**src/rtl/fir_feeder.sv**
```systemverilog
// fir_feeder: serial coefficient loader and cadence-locked sample feeder
// for the FIR block, with a ready/valid result register.
module fir_feeder #(
  parameter int X_N_SIZE      = 8,
  parameter int TAP_SIZE      = 3,
  parameter int NBR_OF_TAPS   = 3,
  parameter int Y_N_SIZE      = 11,
  parameter int FIFO_DEPTH    = 4,
  parameter int SAMPLE_PERIOD = NBR_OF_TAPS + 3,
  parameter int INIT_WAIT     = 5
) (
  input  logic                            clk,
  input  logic                            reset_n,
  input  logic                            cfg_start,
  input  logic [NBR_OF_TAPS*TAP_SIZE-1:0] cfg_coeffs,
  output logic                            cfg_done,
  input  logic                            s_valid,
  output logic                            s_ready,
  input  logic [X_N_SIZE-1:0]             s_data,
  output logic [X_N_SIZE-1:0]             fir_x_n,
  output logic                            fir_tvalid,
  output logic                            fir_set_coeffs,
  input  logic [Y_N_SIZE-1:0]             fir_y_n,
  output logic                            m_valid,
  input  logic                            m_ready,
  output logic [Y_N_SIZE-1:0]             m_data,
  output logic                            overrun,
  output logic                            busy
);

  localparam int TW      = NBR_OF_TAPS * TAP_SIZE;
  localparam int AW      = $clog2(FIFO_DEPTH);
  localparam int CFG_LEN = NBR_OF_TAPS + 2;
  localparam int CMAX0   = (INIT_WAIT > SAMPLE_PERIOD) ?
                           INIT_WAIT : SAMPLE_PERIOD;
  localparam int CMAX    = (CMAX0 > CFG_LEN) ? CMAX0 : CFG_LEN;
  localparam int CW      = $clog2(CMAX + 1);

  localparam logic [CW-1:0] INIT_LAST = CW'(INIT_WAIT - 1);
  localparam logic [CW-1:0] CFG_LAST  = CW'(CFG_LEN - 1);
  localparam logic [CW-1:0] PH_LAST   = CW'(SAMPLE_PERIOD - 1);
  localparam logic [CW-1:0] N_TAPS    = CW'(NBR_OF_TAPS);

  typedef enum logic [2:0] {
    S_INIT,
    S_IDLE,
    S_CFG,
    S_START,
    S_STREAM
  } state_e;

  state_e              state_q, state_d;
  logic [CW-1:0]       cnt_q, cnt_d;
  logic                cfg_pending_q, cfg_pending_d;
  logic                pend_q, pend_d;
  logic [TW-1:0]       taps_q, taps_d;
  logic [X_N_SIZE-1:0] x_n_q, x_n_d;
  logic                m_valid_q, m_valid_d;
  logic [Y_N_SIZE-1:0] m_data_q, m_data_d;
  logic                overrun_q, overrun_d;
  logic                cfg_done_q, cfg_done_d;

  logic [X_N_SIZE-1:0] mem_q [FIFO_DEPTH];
  logic [X_N_SIZE-1:0] mem_d [FIFO_DEPTH];
  logic [AW:0]         wr_ptr_q, wr_ptr_d;
  logic [AW:0]         rd_ptr_q, rd_ptr_d;

  logic                empty;
  logic                full;
  logic                push;
  logic                pop;
  logic                capture;
  logic [X_N_SIZE-1:0] head;
  logic [TAP_SIZE-1:0] tap_sel;
  int                  tap_idx;

  // Pointers carry one extra wrap bit to tell full from empty.
  assign empty = (wr_ptr_q == rd_ptr_q);
  assign full  = (wr_ptr_q[AW] != rd_ptr_q[AW]) &&
                 (wr_ptr_q[AW-1:0] == rd_ptr_q[AW-1:0]);
  assign s_ready = !full && (state_q != S_INIT);
  assign push    = s_valid && s_ready;
  assign head    = mem_q[rd_ptr_q[AW-1:0]];

  always_comb begin
    mem_d = mem_q;
    if (push) begin
      mem_d[wr_ptr_q[AW-1:0]] = s_data;
    end
    wr_ptr_d = wr_ptr_q + (AW+1)'(push);
    rd_ptr_d = rd_ptr_q + (AW+1)'(pop);
  end

  // The FIR shift path wants the last tap twice before walking down.
  always_comb begin
    if (cnt_q == '0) begin
      tap_idx = NBR_OF_TAPS - 1;
    end else begin
      tap_idx = NBR_OF_TAPS - int'(cnt_q);
    end
    tap_sel = '0;
    for (int k = 0; k < NBR_OF_TAPS; k++) begin
      if (tap_idx == k) begin
        tap_sel = taps_q[k*TAP_SIZE +: TAP_SIZE];
      end
    end
  end

  always_comb begin
    state_d        = state_q;
    cnt_d          = cnt_q;
    cfg_pending_d  = cfg_pending_q;
    pend_d         = pend_q;
    taps_d         = taps_q;
    x_n_d          = x_n_q;
    m_valid_d      = m_valid_q && !m_ready;
    m_data_d       = m_data_q;
    overrun_d      = overrun_q;
    cfg_done_d     = 1'b0;
    fir_tvalid     = 1'b0;
    fir_set_coeffs = 1'b0;
    pop            = 1'b0;
    capture        = 1'b0;

    if (cfg_start && (state_q != S_CFG)) begin
      cfg_pending_d = 1'b1;
    end

    unique case (state_q)
      S_INIT: begin
        if (cnt_q == INIT_LAST) begin
          state_d = S_IDLE;
          cnt_d   = '0;
        end else begin
          cnt_d = cnt_q + 1'b1;
        end
      end
      S_IDLE: begin
        if (cfg_pending_q) begin
          state_d = S_CFG;
          cnt_d   = '0;
          taps_d  = cfg_coeffs;
        end else if (!empty) begin
          state_d = S_START;
        end
      end
      S_CFG: begin
        fir_set_coeffs = (cnt_q < N_TAPS);
        if (cnt_q <= N_TAPS) begin
          x_n_d = X_N_SIZE'(tap_sel);
        end else begin
          x_n_d = '0;
        end
        if (cnt_q == CFG_LAST) begin
          state_d       = S_IDLE;
          cnt_d         = '0;
          cfg_done_d    = 1'b1;
          cfg_pending_d = 1'b0;
        end else begin
          cnt_d = cnt_q + 1'b1;
        end
      end
      S_START: begin
        fir_tvalid = 1'b1;
        state_d    = S_STREAM;
        cnt_d      = '0;
      end
      S_STREAM: begin
        fir_tvalid = 1'b1;
        cnt_d      = (cnt_q == PH_LAST) ? '0 : cnt_q + 1'b1;
        if (cnt_q == '0) begin
          capture = pend_q;
          pend_d  = 1'b0;
          if (!empty && !cfg_pending_q) begin
            pop    = 1'b1;
            x_n_d  = head;
            pend_d = 1'b1;
          end else begin
            fir_tvalid = 1'b0;
            x_n_d      = '0;
            state_d    = S_IDLE;
            cnt_d      = '0;
          end
        end
      end
      default: begin
        state_d = S_INIT;
        cnt_d   = '0;
      end
    endcase

    // Capture while still unread loses the old value.
    if (capture) begin
      m_data_d  = fir_y_n;
      m_valid_d = 1'b1;
      if (m_valid_q && !m_ready) begin
        overrun_d = 1'b1;
      end
    end
  end

  always_ff @(posedge clk or negedge reset_n) begin
    if (!reset_n) begin
      state_q       <= S_INIT;
      cnt_q         <= '0;
      cfg_pending_q <= 1'b0;
      pend_q        <= 1'b0;
      taps_q        <= '0;
      x_n_q         <= '0;
      m_valid_q     <= 1'b0;
      m_data_q      <= '0;
      overrun_q     <= 1'b0;
      cfg_done_q    <= 1'b0;
      mem_q         <= '{default: '0};
      wr_ptr_q      <= '0;
      rd_ptr_q      <= '0;
    end else begin
      state_q       <= state_d;
      cnt_q         <= cnt_d;
      cfg_pending_q <= cfg_pending_d;
      pend_q        <= pend_d;
      taps_q        <= taps_d;
      x_n_q         <= x_n_d;
      m_valid_q     <= m_valid_d;
      m_data_q      <= m_data_d;
      overrun_q     <= overrun_d;
      cfg_done_q    <= cfg_done_d;
      mem_q         <= mem_d;
      wr_ptr_q      <= wr_ptr_d;
      rd_ptr_q      <= rd_ptr_d;
    end
  end

  assign fir_x_n  = x_n_d;
  assign cfg_done = cfg_done_q;
  assign m_valid  = m_valid_q;
  assign m_data   = m_data_q;
  assign overrun  = overrun_q;
  assign busy     = (state_q != S_IDLE);

endmodule

```
**config.mk**
```make
export PLATFORM = sky130hd
export DESIGN_NAME = fir_feeder
export DESIGN_NICKNAME = d
export VERILOG_FILES = /design/src/rtl/fir_feeder.sv
export SDC_FILE = /design/constraint.sdc
export NUM_CORES = 1
export LEC_CHECK = 0
export ABC_AREA = 1
export BUFFER_PORTS_ARGS = -buffer_cell sky130_fd_sc_hd__buf_2
export CORE_MARGIN = 1
export CORE_UTILIZATION = 35
export DETAILED_ROUTE_END_ITERATION = 8
export GPL_TIMING_DRIVEN = 0
export PLACE_DENSITY = 0.63
export SKIP_LAST_GASP = 1
export SLEW_MARGIN = 20
export SYNTH_ARGS = -nofsm -noshare
export SYNTH_HDL_FRONTEND = slang
export SYNTH_SLANG_ARGS = --single-unit
```
**constraint.sdc**
```tcl
create_clock -name clk -period 5.3 [get_ports clk]
set_clock_uncertainty 0.2 [all_clocks]
set_input_delay 0.265 -clock clk [delete_from_list [all_inputs] [get_ports clk]]
set_output_delay 0.265 -clock clk [all_outputs]
set_load 0.02 [all_outputs]
```
Yosys cells after proc, flatten, opt, wreduce, memory -nomap -nowiden:

Index checks and enable logic that the tools add are counted.

* eq/ne operators: 18
* bitwise gates (word level): 2
* muxes and demuxes: 40
* add/subtract/negate cells: 4
* $lt $le $gt $ge: 5
* reduce and logical (&&, ||, !) cells: 20

Operator list (number)
* 2-to-1 mux 3 bit: 14
* 2-to-1 mux 8 bit: 5
* bitwise mux 32 bit: 1
* == test 32 x 2 -> 1 bit, second input constant: 1
* == test 32 x 3 -> 1 bit, second input constant: 1
* zero test 32 bit: 1
* 2-to-1 mux 32 bit: 1
* binary-select mux 8 bit (select 2 bit): 1
* demux 8 bit (select 2 bit): 1
* one-hot mux 8 bit (2 select lines): 1
* 2-to-1 mux 1 bit: 13
* one-hot mux 3 bit (4 select lines): 1
* == test 3 bit, second input constant: 3
* one-hot mux 3 bit (3 select lines): 1
* logical AND 1 bit: 7
* adder 3 x 1 -> 3 bit: 2
* == test 3 x 2 -> 1 bit, second input constant: 2
* >= comparator 3 bit, second input constant: 2
* zero test 3 bit: 2
* != test 2 bit, second input constant: 3
* NOT 2 -> 3 bit: 2
* AND reduction 2 bit: 3
* zero test 1 bit: 4
* AND reduction 4 bit: 1
* other kinds (16): 16

* flip-flop bits (word level): 77
* output and inout bits: 26
* input port bits: 33
* logic and storage cells: 105

Depth between registers and ports, before layout:

Gate-level depths: netlist (run 1).

* depth in word-level cells: 8
* mapped depth: 11

Least setup slack after synthesis (run 1):

Ideal clock, no wire load.

* kind: reg-to-reg
* start: reg rd_ptr_q[1]
* end: reg wr_ptr_q[2]
* stages on the path, launching flop included: 12
* setup slack: 3.294 ns
* data arrival time: 1.683 ns
* buffers on the path: 2
* setup time: 0.123 ns
* data required time: 4.977 ns
* path through: dfrtp_1 buf_4 nand2_2 nand2_2 nor2_2 nand2_2 nand3_2 clkbuf_1 inv_1 ha_1 ha_1 xor2_1

* word-level cells in the longest chain between the ends: 6

RTL lines
* from (decl): line 66 `logic [AW:0] rd_ptr_q, rd_ptr_d;`
* from (signal assigned): line 230 `rd_ptr_q <= rd_ptr_d;`
* == test 2 bit: line 80 `(wr_ptr_q[AW-1:0] == rd_ptr_q[AW-1:0]);`
* logical AND 1 bit: line 79 `assign full = (wr_ptr_q[AW] != rd_ptr_q[AW]) &&`
* zero test 1 bit: line 81 `assign s_ready = !full && (state_q != S_INIT);`
* logical AND 1 bit: line 81
* logical AND 1 bit: line 82 `assign push = s_valid && s_ready;`
* adder 3 x 1 -> 3 bit: line 90 `wr_ptr_d = wr_ptr_q + (AW+1)'(push);`
* via wr_ptr_d[2]: line 65 `logic [AW:0] wr_ptr_q, wr_ptr_d;`
* to (signal assigned): line 229 `wr_ptr_q <= wr_ptr_d;`
* to (decl): line 65

The timed path passes the listed nets, and every way through them passes these cells.
A chain may end at the register's enable or synchronous reset.

Worst setup path after layout (run 1):

* start: reg cnt_q[0]
* end: out fir_x_n[1]

* word-level cells in the longest chain between the ends: 8

RTL lines
* from (decl): line 53 `logic [CW-1:0] cnt_q, cnt_d;`
* from (signal assigned): line 219 `cnt_q <= cnt_d;`
* subtractor 2 x 3 -> 4 bit or zero test 3 bit (tied branches): line 99, 96, 171
* 2-to-1 mux 32 bit: line 96 `if (cnt_q == '0) begin`
* zero test 32 bit: line 103 `if (tap_idx == k) begin`
* 2-to-1 mux 3 bit (3 in series): line 103
* 2-to-1 mux 3 bit: line 149 `if (cnt_q <= N_TAPS) begin`
* one-hot mux 8 bit (2 select lines) *: line 129 `unique case (state_q)`
* to (decl): line 20 `output logic [X_N_SIZE-1:0] fir_x_n,`

Every way passes the cells marked *; elsewhere a longest branch is shown, timed or not.

==> results of run 1 <==
[critical path, cell delays in order (launching register included)]
cell                      delay [ps]
sky130_fd_sc_hd__dfrtp_1         430
sky130_fd_sc_hd__inv_1           110
sky130_fd_sc_hd__ha_1            180
sky130_fd_sc_hd__inv_1            50
sky130_fd_sc_hd__nor2_1          190
sky130_fd_sc_hd__inv_1           120
sky130_fd_sc_hd__nor2_2          390
sky130_fd_sc_hd__nand3_1         140
sky130_fd_sc_hd__nand3_1         130
sky130_fd_sc_hd__buf_2           180
[through the flow]
| stage | utilization | hold WS (ps) |
|---|---|---|
| after floorplan | - | -230.6 |
| after detailed placement | 0.4140 | 19.04 |
| after CTS | 0.4683 | 1.932 |
| after global placement | 0.4110 | 254.9 |
| final | 0.4683 | 9.766 |
| after global routing | 0.4683 | 55.08 |
[routing by layer]
| layer | up-vias | track usage | share of wire |
|---|---|---|---|
| met5 | - | 0 | 0 |
| met4 | 0 | 0.06176 | 0.013 |
| met3 | 9 | 0.02890 | 0.034 |
| met2 | 55 | 0.2771 | 0.46 |
| met1 | 1413 | 0.2193 | 0.49 |
| li1 | 1537 | - | - |
[worst paths after layout]
path                               startpoint           to  cells after the start
worst max-delay path                 cnt_q[0]   fir_x_n[1]                      9
worst max register to register    rd_ptr_q[1]  wr_ptr_q[2]                     11
max in group asynchronous             reset_n     mem_q[9]                      3
min in group asynchronous             reset_n    mem_q[20]                      2
worst min register to register      m_data[3]    m_data[3]                      2
worst min-delay path            cfg_coeffs[0]    taps_q[0]                      3
[state kept, by name, indices dropped and copies added, names as in the netlist, 3 cells and up]
register	cells
m_data	11
cnt_q	3
x_n_q	8
mem_q	32
rd_ptr_q	3
taps_q	9
wr_ptr_q	3
state_q	3
[Yosys cell counts]
master	count
sky130_fd_sc_hd__a21oi_1	20
sky130_fd_sc_hd__buf_2	4
sky130_fd_sc_hd__buf_4	1
sky130_fd_sc_hd__buf_6	3
sky130_fd_sc_hd__clkbuf_1	4
sky130_fd_sc_hd__dfrtp_1	77
sky130_fd_sc_hd__ha_1	8
sky130_fd_sc_hd__inv_1	41
sky130_fd_sc_hd__inv_2	3
sky130_fd_sc_hd__mux2_2	7
sky130_fd_sc_hd__nand2_1	145
sky130_fd_sc_hd__nand2_2	3
sky130_fd_sc_hd__nand3_1	24
sky130_fd_sc_hd__nand3_2	1
sky130_fd_sc_hd__nor2_1	15
sky130_fd_sc_hd__nor2_2	3
sky130_fd_sc_hd__nor2_4	3
sky130_fd_sc_hd__o211ai_1	3
sky130_fd_sc_hd__o21ai_0	43
sky130_fd_sc_hd__o21ai_2	8
sky130_fd_sc_hd__o21bai_1	1
sky130_fd_sc_hd__or2_2	1
sky130_fd_sc_hd__xnor2_1	1
sky130_fd_sc_hd__xor2_1	2
[final cells by class]
type | instances | area share
flip-flops and latches | 77 | 0.4171
multi-input cells | 288 | 0.3093
repair buffers | 89 | 0.1343
well taps | 133 | 0.03602
inverters | 44 | 0.03575
clock buffers | 9 | 0.02681
clock inverters | 6 | 0.02411
plain buffers | 12 | 0.01652
[cells by family after synthesis]
logic type / Yosys count / share of synthesized area
and+or+nand+nor: 195 / 0.2247
DFF: 77 / 0.5357
AOI/OAI and AO/OA: 75 / 0.1155
buffers and inverters: 56 / 0.06713
adders and majority gates: 8 / 0.02783
muxes: 7 / 0.02191
xor gates and xnor gates: 3 / 0.007306
[power by group through the flow]
stage / logic (mW) / clock network, mW / registers, mW
4_1_cts: 0.807 / 0.540 / 0.887
6_report: 0.799 / 0.526 / 0.885
3_3_place_gp: 0.760 / 0 / 0.891
2_1_floorplan: 0.572 / 0 / 0.879
3_5_place_dp: 0.787 / 0 / 0.898
5_1_grt: 0.911 / 0.563 / 0.910
[timing repair]
item                      CTS  global route
buffers inserted            0             0
hold buffers               30             0
hold endpoints to repair   76             0
gates resized for setup     0             0
==> results.txt, run 1 <==
- Headroom to the max-slew limit came out at 0.6837.
- Across all register-to-register paths, the minimum setup slack is 2990 ps.
- Crit path max fanout: 9
- The count of nets left with antenna violations once routing finished came out at 0.
- Setup repair after global routing left no endpoint under its margin.
- IR drop worst, VDD: 0.1606 mV
- Clock tree synthesis inserted a total of 9 buffers.
- TritonCTS built the clock tree.
* Commonest non-fill, non-tap cell in the layout: sky130_fd_sc_hd__nand2_1
- Flop pwr share: 0.401
- Post-route design area: 0.004619 mm^2
- Number of nets at the end of the flow: 562
* Share of layout cells above drive strength 1: 0.2114
- The initialized floorplan defines 36 standard-cell rows.
* Maximum clock path buffer count: 2
* Via Count: 3014
- In the final routed layout, each cell accounts on average for 12.47 um.
- For this block, the initial DRC count from the detailed router was 168.
- Global-route wire length before repair: 13600 um
- Placed Area: 0.004084 mm^2
* Part of the total power dissipated in combinational logic: 0.362
* Class of the tightest hold or removal check: primary input to flip-flop
- Number of antenna violations at the first check in global routing: 0
- In this run the mean area of a mapped cell was 8.544 um^2.
- CTS placed an instance of sky130_fd_sc_hd__clkbuf_8 at the clock tree root.
- The number of nets in the synthesized netlist is 462.
* Sw Ratio: 0.3708
- Pin count of the biggest net entering global routing: 51
- In this run the standard cell core region covers 0.009864 mm^2.
- For the pin with the worst max-slew slack, the measured transition is 474.4 ps.
* Synth area leader: sky130_fd_sc_hd__dfrtp_1
- After filler insertion, the fill cell instance count of the layout stands at 948.
- The cell count after synthesis came out at 421.
- Post-detailed-placement half-perimeter wirelength: 5975 um
- Max capacitance violation total: 0
- The number of max-slew violations in the final report came to 0.
- Count of synthesis-stage warnings from yosys: 0
* Result of the run: complete, no violations
- Final cell count without fillers: 658
- Data on the critical path is required at its endpoint by 4840 ps.
- Routability-driven placement finished with a final weighted congestion of 0.8124.
- The number of different library cells used by synthesis comes to 24.
- The number of global-route vias before repair came to 2928.
* Io pins: 59
* Starting density of the core: 0.3647
* Total power: 2.210 mW
- For this run, the total global-route usage over all layers was measured as 0.1670.
* Final worst path period share: 0.5161
* Nature of the critical path startpoint: flip-flop
- Setup crit end kind: primary output
* Power spent charging and discharging nets: 0.8195 mW
- After detailed routing, the number of remaining DRC violations is 0.
- Clock Power Share: 0.238
* Power density cells: 478.5 mW/mm^2
- Crit path arrival time: 2270 ps
- In the layout the commonest cells are sky130_fd_sc_hd__nand2_1 (145), sky130_fd_sc_hd__dfrtp_1 (77), sky130_fd_sc_hd__buf_2 (61).
- In the final layout, the multi-input gates occupy 0.001429 mm^2.
- Input and output buffers added on the ports amount to 58.
- Die Height: 103.4 um
- From left edge to right edge, the die measures 103.4 um.
- Across the whole layout, storage elements account for 0.001927 mm^2.
- Prior to clock tree synthesis, the placed netlist has a worst setup slack of 2911 ps.
* Wirelength, routed: 8204 um
* Post-route minimum period: 2735 ps
- The internal power of the cells totals 1.391 mW.
- Setup slack of the critical path after layout: 2565 ps
- The worst setup path is of the flip-flop to primary output kind.
* Ant. Diodes: 0
- Timing would allow up to 365.6 MHz.
- Leakage power summed over all cells: 2.349 nW
* Post-synthesis sequential area ratio: 0.5357
- Register clock-pin slew on the reported worst setup and hold paths: 80 ps
- The share of synthesized area in the top cell type comes to 0.5357.
- CTS saw 77 sinks.
* Vias/cell: 4.581
* Synth-to-Final Area Change: 28.42%
- After routing, the total negative slack on setup checks comes to 0 ps.
- Remaining global-route overflow: 0
- The number of hold violations in the final report is 0.
* Clk_lat worst skew: 350 ps
- Router iterations before antenna repair: 5
- Ranked by total cell area, the synthesized netlist is headed by sky130_fd_sc_hd__dfrtp_1 (54%), sky130_fd_sc_hd__nand2_1 (15%), sky130_fd_sc_hd__o21ai_0 (6.0%).
- Area of the die: 0.01069 mm^2
- Yosys reg bits: 77
- Post-synthesis cell area: 0.003597 mm^2
* Placed insts: 613
- Setup violations remaining at the end of the flow were counted as 0.
- The H-tree generated during clock tree synthesis spans 3 levels.
(Power assumes the default switching activity.)
==> inputs of run 2 (changes only) <==
--- a/config.mk
+++ b/config.mk
@@ -5,7 +5,7 @@
 export SDC_FILE = /design/constraint.sdc
 export NUM_CORES = 1
 export LEC_CHECK = 0
-export ABC_AREA = 1
+export ABC_AREA = 0
 export BUFFER_PORTS_ARGS = -buffer_cell sky130_fd_sc_hd__buf_2
 export CORE_MARGIN = 1
 export CORE_UTILIZATION = 35
==> constraint.sdc (replaced) <==
create_clock -name clk -period 2.8 [get_ports clk]
set_clock_uncertainty 0.2 [all_clocks]
set_input_delay 0.14 -clock clk [delete_from_list [all_inputs] [get_ports clk]]
set_output_delay 0.14 -clock clk [all_outputs]
set_load 0.02 [all_outputs]
==> run 2 against run 1 <==
Against the previous run:
- non-clock buffer count is 3 higher
- combinational power is 110% higher
- routed wire length shrank 12%
- global-route usage is 1.3 points lower
- setup slack worse by 2400 ps
- core utilization rose by 0.099 points
- register-to-register slack worse by 2500 ps
- critical path type unchanged
- largest power group unchanged
==> results.txt, run 2 <==
* Async SR Flop Fraction: 1.000 (unchanged)
- The clock period could shrink to 2635 ps.
- Port Buffers: 58 (unchanged)
- Vias/cell: 4.876 (was 4.581)
- Post-detailed-placement half-perimeter wirelength: 4832 um (was 5975 um)
- Number of nets at the end of the flow: 395 (was 562)
- The leakage dissipation is 2.166 nW (was 2.349 nW).
- The post-detailed-route wirelength per cell was 14.73 um (was 12.47 um).
- Leading cell types in the layout, fill and taps excluded: sky130_fd_sc_hd__dfrtp_1 (75), sky130_fd_sc_hd__buf_2 (58), sky130_fd_sc_hd__mux2_2 (43) (was sky130_fd_sc_hd__nand2_1 (145), sky130_fd_sc_hd__dfrtp_1 (77), sky130_fd_sc_hd__buf_2 (61)).
* Total power: 4.399 mW (was 2.210 mW)
* Max reg flops: 32 (unchanged)
* TritonCTS clock tree: done (unchanged)
- Router iterations before antenna repair: 4 (was 5)
* Top-area cell type share of the netlist area: 0.5469 (was 0.5357)
- Global-route wire length before repair: 11830 um (was 13600 um)
- Via Count: 2399 (was 3014)
- The number of buffers on the longest clock path came to 2 (unchanged).
- Number of different library cells in the post-synthesis netlist: 47 (was 24)
- First-iteration detailed-routing DRC count: 106 (was 168)
- Starting density of the core: 0.3605 (was 0.3647)
- The number of routed nets with antenna violations was 0 (unchanged).
- Class of the tightest hold or removal check: primary input to async pin (was primary input to flip-flop)
* Area of the die: 0.01047 mm^2 (was 0.01069 mm^2)
- Worst slew margin: 0.6540 (was 0.6837)
- The number of levels in the clock H-tree is 3 (unchanged).
- The number of global-route vias before repair was 2454 (was 2928).
* Global-route total usage across every layer: 0.1538 (was 0.1670)
- The kind of end point of the critical path is a primary output (unchanged).
* Nature of the critical path startpoint: flip-flop (unchanged)
- Commonest cells in the netlist: sky130_fd_sc_hd__dfrtp_1 (77), sky130_fd_sc_hd__mux2_2 (43), sky130_fd_sc_hd__nand2_1 (12) (was sky130_fd_sc_hd__nand2_1 (145), sky130_fd_sc_hd__dfrtp_1 (77), sky130_fd_sc_hd__o21ai_0 (43)).
- Most used standard cell by instance count after synthesis: sky130_fd_sc_hd__dfrtp_1 (was sky130_fd_sc_hd__nand2_1)
- The top-level port count is 59 (unchanged).
- Register clock-pin slew on the reported worst setup and hold paths: 80 ps (about the same)
- The aggregate global routing overflow came to 0 (unchanged).
* Critical setup path kind: flip-flop to primary output (unchanged)
- Area of the core: 0.009774 mm^2 (was 0.009864 mm^2)
- Max-slew violation count: 0 (unchanged)
- The vertical die dimension is 102.3 um (was 103.4 um).
- The cell accounting for the most synthesized area is sky130_fd_sc_hd__dfrtp_1 (unchanged).
- The setup slack on the worst flop-to-flop path is 490 ps (was 2990 ps).
- R2R Path End: rd_ptr_q[2] (was wr_ptr_q[2])
- Max capacitance violation total: 0 (unchanged)
- The mean instance size in the synthesized netlist was 14.04 um^2 (was 8.544 um^2).
- The setup-violating endpoint count in the final report was 0 (unchanged).
- Final worst path period share: 0.9411
- Power density cells: 959.1 mW/mm^2 (was 478.5 mW/mm^2)
- Clk_lat worst skew: 350 ps (about the same)
- The layout cell share with drive strength beyond 1 is 0.4345 (was 0.2114).
- The number of storage elements in the synthesis netlist is 77 (unchanged).
- Largest cells by area after synthesis: sky130_fd_sc_hd__dfrtp_1 (55%), sky130_fd_sc_hd__mux2_2 (14%), sky130_fd_sc_hd__mux4_2 (5.1%) (was sky130_fd_sc_hd__dfrtp_1 (54%), sky130_fd_sc_hd__nand2_1 (15%), sky130_fd_sc_hd__o21ai_0 (6.0%)).
- Post-synthesis sequential area ratio: 0.5469 (was 0.5357)
* Root buffer selected by CTS: sky130_fd_sc_hd__clkbuf_8 (unchanged)
* Number of enable-type register cells in the synthesized netlist: 0 (unchanged)
* Final hold vios: 0 (unchanged)
- The antenna cell count came to 0 (unchanged).
- R2r worst-path depth: 9 (was 11)
- The peak ir drop on the vdd network came to 0.3536 mV (was 0.1606 mV).
* Synth-to-Final Area Change: 30.18% (was 28.42%)
* Final weighted congestion of routability-driven global placement: 0.7858 (was 0.8124)
* Number of core rows: 36 (unchanged)
- Result of the run: complete, no violations (unchanged).
- For this run, the top clock speed supported by timing is 379.5 MHz.
- Synthesized net count: 292 (was 462)
- Overall die width: 102.3 um (was 103.4 um)
- Number of remaining DRC errors: 0 (unchanged)
- Number of buffers created by CTS: 9 (unchanged)
- The arrival time reported for the critical path endpoint came to 2300 ps (was 2270 ps).
- Number of antenna violations at the first check in global routing: 0 (unchanged)
- Most flops, register: mem_q (unchanged)
- Commonest non-fill, non-tap cell in the layout: sky130_fd_sc_hd__dfrtp_1 (was sky130_fd_sc_hd__nand2_1)
- The number of warning messages in the yosys log came to 0 (unchanged).
- The post-synthesis cell area came to 0.003523 mm^2 (was 0.003597 mm^2).
* Crit path max fanout: 10 (was 9)
* Worst-margin pin slew: 518.5 ps (was 474.4 ps)
- The final wirelength came to 7246 um (was 8204 um).
* Total clock sinks: 77 (unchanged)
* TNS Setup: 0 ps (unchanged)
- The data required time at the worst endpoint was 2460 ps (was 4840 ps).
* Pin count of the biggest net entering global routing: 60 (was 51)
* RSZ-0062 raised after global routing: no (unchanged)
- Layout Utilization: 0.4693 (was 0.4683)
- The primary flip-flop cell chosen by synthesis mapping is sky130_fd_sc_hd__dfrtp_1 (unchanged).
- Number of inserted filler cells in the final layout: 886 (was 948)
- The synthesized instance count came to 251 (was 421).
- The launching point of the worst reg2reg path is rd_ptr_q[1] (unchanged).
==> run 2: changes by cell type after synthesis, moves of 5 or more <==
| cell | previous run | this run |
|---|---|---|
| sky130_fd_sc_hd__nand2_1 | 145 | 12 |
| sky130_fd_sc_hd__mux2_2 | 7 | 43 |
| sky130_fd_sc_hd__inv_1 | 41 | 9 |
| sky130_fd_sc_hd__o21ai_2 | 8 | 0 |
| sky130_fd_sc_hd__nor2_1 | 15 | 10 |
| sky130_fd_sc_hd__a21oi_1 | 20 | 5 |
| sky130_fd_sc_hd__a32o_1 | 0 | 7 |
| sky130_fd_sc_hd__mux4_2 | 0 | 8 |
| sky130_fd_sc_hd__nand3_1 | 24 | 2 |
| sky130_fd_sc_hd__mux2_4 | 0 | 8 |
| sky130_fd_sc_hd__o21ai_0 | 43 | 3 |
==> run 2: worst max path at each step <==
stage,from,end,slack [ps]
after floorplan,cnt_q[0],x_n_q[0],600
after global placement,cnt_q[0],fir_x_n[1],90
after detailed placement,cnt_q[0],fir_x_n[1],3
after CTS,cnt_q[0],fir_x_n[0],2
after global routing,cnt_q[1],fir_x_n[2],20
final,cnt_q[1],fir_x_n[0],160
==> run 2: per-layer routing <==
metal | GRT usage | wire, um | vias up
met1 | 0.1911 | 3311 | 1215
met2 | 0.2514 | 3577 | 44
met4 | 0.09011 | 172 | 0
li1 | - | - | 1128
met5 | 0 | 0 | -
met3 | 0.02804 | 184 | 12
==> run 2: report_power, final <==
part	internal (mW)	total, mW	switching, mW
Sequential	1.53	1.81	0.283
Combinational	0.868	1.65	0.780
Clock	0.510	0.936	0.426
Total	2.91	4.40	1.49
==> run 2: per-stage QoR <==
step / setup slack (ps) / cells / hold WS (ps) / area [um^2]
after global routing: 20.55 / 492 / 37.24 / 4587
final: 164.8 / 492 / 7.446 / 4587
after detailed placement: 3.449 / 443 / -150.6 / 4010
after global placement: 87.57 / 442 / 171.2 / 3980
after floorplan: 596.8 / 251 / -355.6 / 3523
after CTS: 1.953 / 493 / 0.2800 / 4578
==> run 2: final cells by class <==
class / count / area (um^2) / area share
Tap cell: 133 / 166.4 / 0.03628
Buffer: 11 / 82.58 / 0.01800
Inverter: 9 / 33.78 / 0.007365
Clock buffer: 10 / 127.6 / 0.02782
Sequential cell: 77 / 1929 / 0.4206
Multi-Input combinational cell: 153 / 1498 / 0.3265
Timing Repair Buffer: 93 / 655.6 / 0.1429
Clock inverter: 6 / 93.84 / 0.02046
==> run 2: cell families after synthesis <==
logic type | after synthesis | share of synthesized area
flops | 77 | 0.5469
xor+xnor | 6 | 0.01492
compound gates | 32 | 0.06960
mux | 60 | 0.2259
simple gates | 47 | 0.08097
buf+inv | 21 | 0.03338
fa+ha+maj | 8 | 0.02841
==> run 2: critical path, cell delays in order, from the launching register on <==
cell and delay (ps):
sky130_fd_sc_hd__dfrtp_2 480, sky130_fd_sc_hd__inv_1 100, sky130_fd_sc_hd__ha_1 160, sky130_fd_sc_hd__clkbuf_2 210, sky130_fd_sc_hd__nor4bb_4 320, sky130_fd_sc_hd__o21ai_2 80
sky130_fd_sc_hd__buf_4 150, sky130_fd_sc_hd__a32oi_1 150, sky130_fd_sc_hd__nand2_1 110, sky130_fd_sc_hd__buf_2 170
==> run 2: timing repair <==
action / CTS / global route
setup endpoints to repair: 8 / 9
resized for setup: 3 / 5
cloned: 0 / 0
pin swaps: 1 / 0
endpoints found under the hold margin: 133 / 0
setup buffers: 2 / 0
hold buffers: 32 / 0
==> inputs of run 3 (changes only) <==
==> constraint.sdc (replaced) <==
create_clock -name clk -period 2.8 [get_ports clk]
set_clock_uncertainty 0.2 [all_clocks]
set_input_delay 0.56 -clock clk [delete_from_list [all_inputs] [get_ports clk]]
set_output_delay 0.56 -clock clk [all_outputs]
set_load 0.02 [all_outputs]
==> run 3 against run 2 <==
Against the previous run:
- routed wire length grew 2.9%
- global-route usage is 0.14 points higher
- largest cell class unchanged
- highest routed layer unchanged
- fmax is 4.4% lower
==> results.txt, run 3 (synthesis results as in run 2) <==
- The worst-path maximum fanout was 5 (was 10).
* Root buffer selected by CTS: sky130_fd_sc_hd__clkbuf_8 (unchanged)
* Cell with the largest stage delay on the worst path: sky130_fd_sc_hd__dfrtp_2 (unchanged)
* Cell repeated most along the worst path: sky130_fd_sc_hd__buf_4
- Start point of the critical path: cnt_q[1] (unchanged)
- The final core utilization came to 0.4660 (was 0.4693).
* Met3 track demand over resource in global routing: 0.04583 (was 0.02804)
* Critical path data required time: 2040 ps (was 2460 ps)
* Final hold vios: 0 (unchanged)
- The post-synthesis to final-layout area growth is 29.26% (was 30.18%).
- The worst setup path category is flip-flop to primary output (unchanged).
- The initial antenna violation count came to 0 (unchanged).
- The post-place instance area came to 0.004010 mm^2 (unchanged).
- The final clock period utilization by the worst path came to 0.9848 (was 0.9411).
* Remaining global-route overflow: 0 (unchanged)
* Buf/Inv on CP: 4 (unchanged)
- The last weighted congestion value of the routability-driven placer is 0.7858 (unchanged).
* Maximum clock path buffer count: 2 (unchanged)
* Leakage power summed over all cells: 2.161 nW (was 2.166 nW)
* Total clock sinks: 77 (unchanged)
* Setup slack of the critical path after layout: 42.62 ps (was 164.8 ps)
* Overall die width: 102.3 um (unchanged)
* Global-route wire length before repair: 11820 um (was 11830 um)
- The total via count in the routed design was 2389 (was 2399).
* H-tree Lvls: 3 (unchanged)
* Most flops, register: mem_q (unchanged)
- Vias/cell: 4.998 (was 4.876)
- Wirelength, routed: 7454 um (was 7246 um)
* IR drop worst, VDD: 0.3644 mV (was 0.3536 mV)
- Share of layout cells above drive strength 1: 0.5362 (was 0.4345)
- Die Height: 102.3 um (unchanged)
* Setup crit end kind: primary output (unchanged)
- The classification of the worst-slack hold path was primary input to flip-flop (was primary input to async pin).
- The worst hold margin was 227.5 ps (was 7.446 ps).
- Number of inserted filler cells in the final layout: 888 (was 886)
* Post-route minimum period: 2757 ps (was 2635 ps)
* Global routing usage on met2: 0.2540 (was 0.2514)
* Leading cell types in the layout, fill and taps excluded: sky130_fd_sc_hd__dfrtp_1 (74), sky130_fd_sc_hd__buf_2 (51), sky130_fd_sc_hd__mux2_2 (43) (was sky130_fd_sc_hd__dfrtp_1 (75), sky130_fd_sc_hd__buf_2 (58), sky130_fd_sc_hd__mux2_2 (43))
- The launching point of the worst reg2reg path was cnt_q[1] (was rd_ptr_q[1]).
* Power spent charging and discharging nets: 1.630 mW (was 1.489 mW)
- Result of the run: complete, no violations (unchanged)
- The all-layer global routing usage came to 0.1552 (was 0.1538).
- Hold path start: fir_y_n[7]
* Via count of the first global-routing pass: 2374 (was 2454)
* Clock Power Share: 0.195 (was 0.213)
- Router iterations before antenna repair: 4 (unchanged)
- The relative contribution of sequential cells to total power came to 0.376 (was 0.413).
* Starting density of the core: 0.3605 (unchanged)
- Post-detailed-placement half-perimeter wirelength: 4832 um (unchanged)
- Final ANT Viol Nets: 0 (unchanged)
* Sw Ratio: 0.3388 (was 0.3384)
- The DRC violations left was 0 (unchanged).
* Part of the total power dissipated in combinational logic: 0.429 (was 0.375)
* Number of buffers created by CTS: 9 (unchanged)
* RSZ-0062 raised after global routing: yes (was no)
* Internal power contribution: 3.181 mW (was 2.910 mW)
* Category of cells accounting for the largest share of critical-path delay: buffers and inverters (unchanged)
- The pre-CTS worst setup slack is -416.6 ps (was 3.449 ps).
- The maximum cell stage delay along the critical path was 430 ps (was 480 ps).
* Ant. Diodes: 0 (unchanged)
* Worst-margin pin slew: 502.6 ps (was 518.5 ps)
- The total number of nets in the final design was 381 (was 395).
* Global-route layer with the greatest usage: met2 (unchanged)
- The met1 layer usage reported by global route came to 0.1926 (was 0.1911).
- Detail-routed net length per standard cell: 15.59 um (was 14.73 um)
* Post-route design area: 0.004554 mm^2 (was 0.004587 mm^2)
- Ordered cell list for the critical path: inv_2, ha_4, buf_8, nor4bb_4, o21ai_2, buf_4, a32o_2, buf_4 (was inv_1, ha_1, clkbuf_2, nor4bb_4, o21ai_2, buf_4, a32oi_1, nand2_1, buf_2)
- The most common cell after layout, fill and taps aside is sky130_fd_sc_hd__dfrtp_1 (unchanged).
* Port Buffers: 58 (unchanged)
- Power density cells: 1056 mW/mm^2 (was 959.1 mW/mm^2)
- Setup violators final: 0 (unchanged)
- Max capacitance violation total: 0 (unchanged)
* Area of the core: 0.009774 mm^2 (unchanged)
* Max reg flops: 32 (unchanged)
- The clock-pin slew on the worst setup and hold paths is 90 ps (was 80 ps).
* First-iteration detailed-routing DRC count: 143 (was 106)
* Highest Clock Rate: 362.7 MHz (was 379.5 MHz)
- The cell row count is 36 (unchanged).
* TritonCTS clock tree: done (unchanged)
- The top-level port count is 59 (unchanged).
* Clk_lat worst skew: 360 ps (was 350 ps)
- The type of origin of the critical path is a flip-flop (unchanged).
- Worst slew margin: 0.6646 (was 0.6540)
- Pin count of the biggest net entering global routing: 60 (unchanged)
- The post-route total power is 4.811 mW (was 4.399 mW).
- Crit path arrival time: 2000 ps (was 2300 ps)
- The number of max-slew violations in the final report is 0 (unchanged).
- Area of the die: 0.01047 mm^2 (unchanged)
[run 3: area by class of cell]
type | instances | area, um^2 | share of cell area
plain buffers | 11 | 107.6 | 0.02363
repair buffers | 78 | 500.5 | 0.1099
clock buffers | 10 | 127.6 | 0.02802
clock inverters | 6 | 93.84 | 0.02060
inverters | 9 | 33.78 | 0.007418
multi-input cells | 154 | 1594 | 0.3500
flip-flops and latches | 77 | 1931 | 0.4239
well taps | 133 | 166.4 | 0.03654
[run 3: worst paths after layout]
check	to	slack (ps)	depth (start not counted)
max in group asynchronous	x_n_q[3]	1410	3
min in group asynchronous	taps_q[7]	420	2
worst min register to register	overrun	280	1
worst max register to register	x_n_q[0]	140	15
worst max-delay path	fir_x_n[3]	40	8
worst min-delay path	m_data[7]	230	2
[run 3: metal layers]
layer / routed length (um) / vias to the layer above
li1: - / 1099
met1: 3332 / 1227
met2: 3746 / 57
met3: 278 / 6
met4: 96 / 0
met5: 0 / -
[run 3: timing repair]
action	in CTS	in global routing
hold endpoints to repair	18	0
endpoints found under the setup margin	9	10
setup buffers	15	4
gates resized for setup	25	17
hold buffers	1	0
pin swaps	7	7
gates cloned	1	0
[run 3: metrics by stage]
stage / TNS, ps / cells
floorplan: 0 / 251
global placement: -2412 / 442
detailed placement: -3127 / 443
CTS: 0 / 475
global route: -164.4 / 478
finish: 0 / 478
[run 3: power groups by stage]
stage	clock [mW]	combinational, mW	sequential (mW)
after floorplan	0	1.21	1.76
final	0.940	2.06	1.81
after global routing	1.01	2.24	1.87
after global placement	0	1.56	1.79
after CTS	0.961	1.91	1.79
after detailed placement	0	1.61	1.81
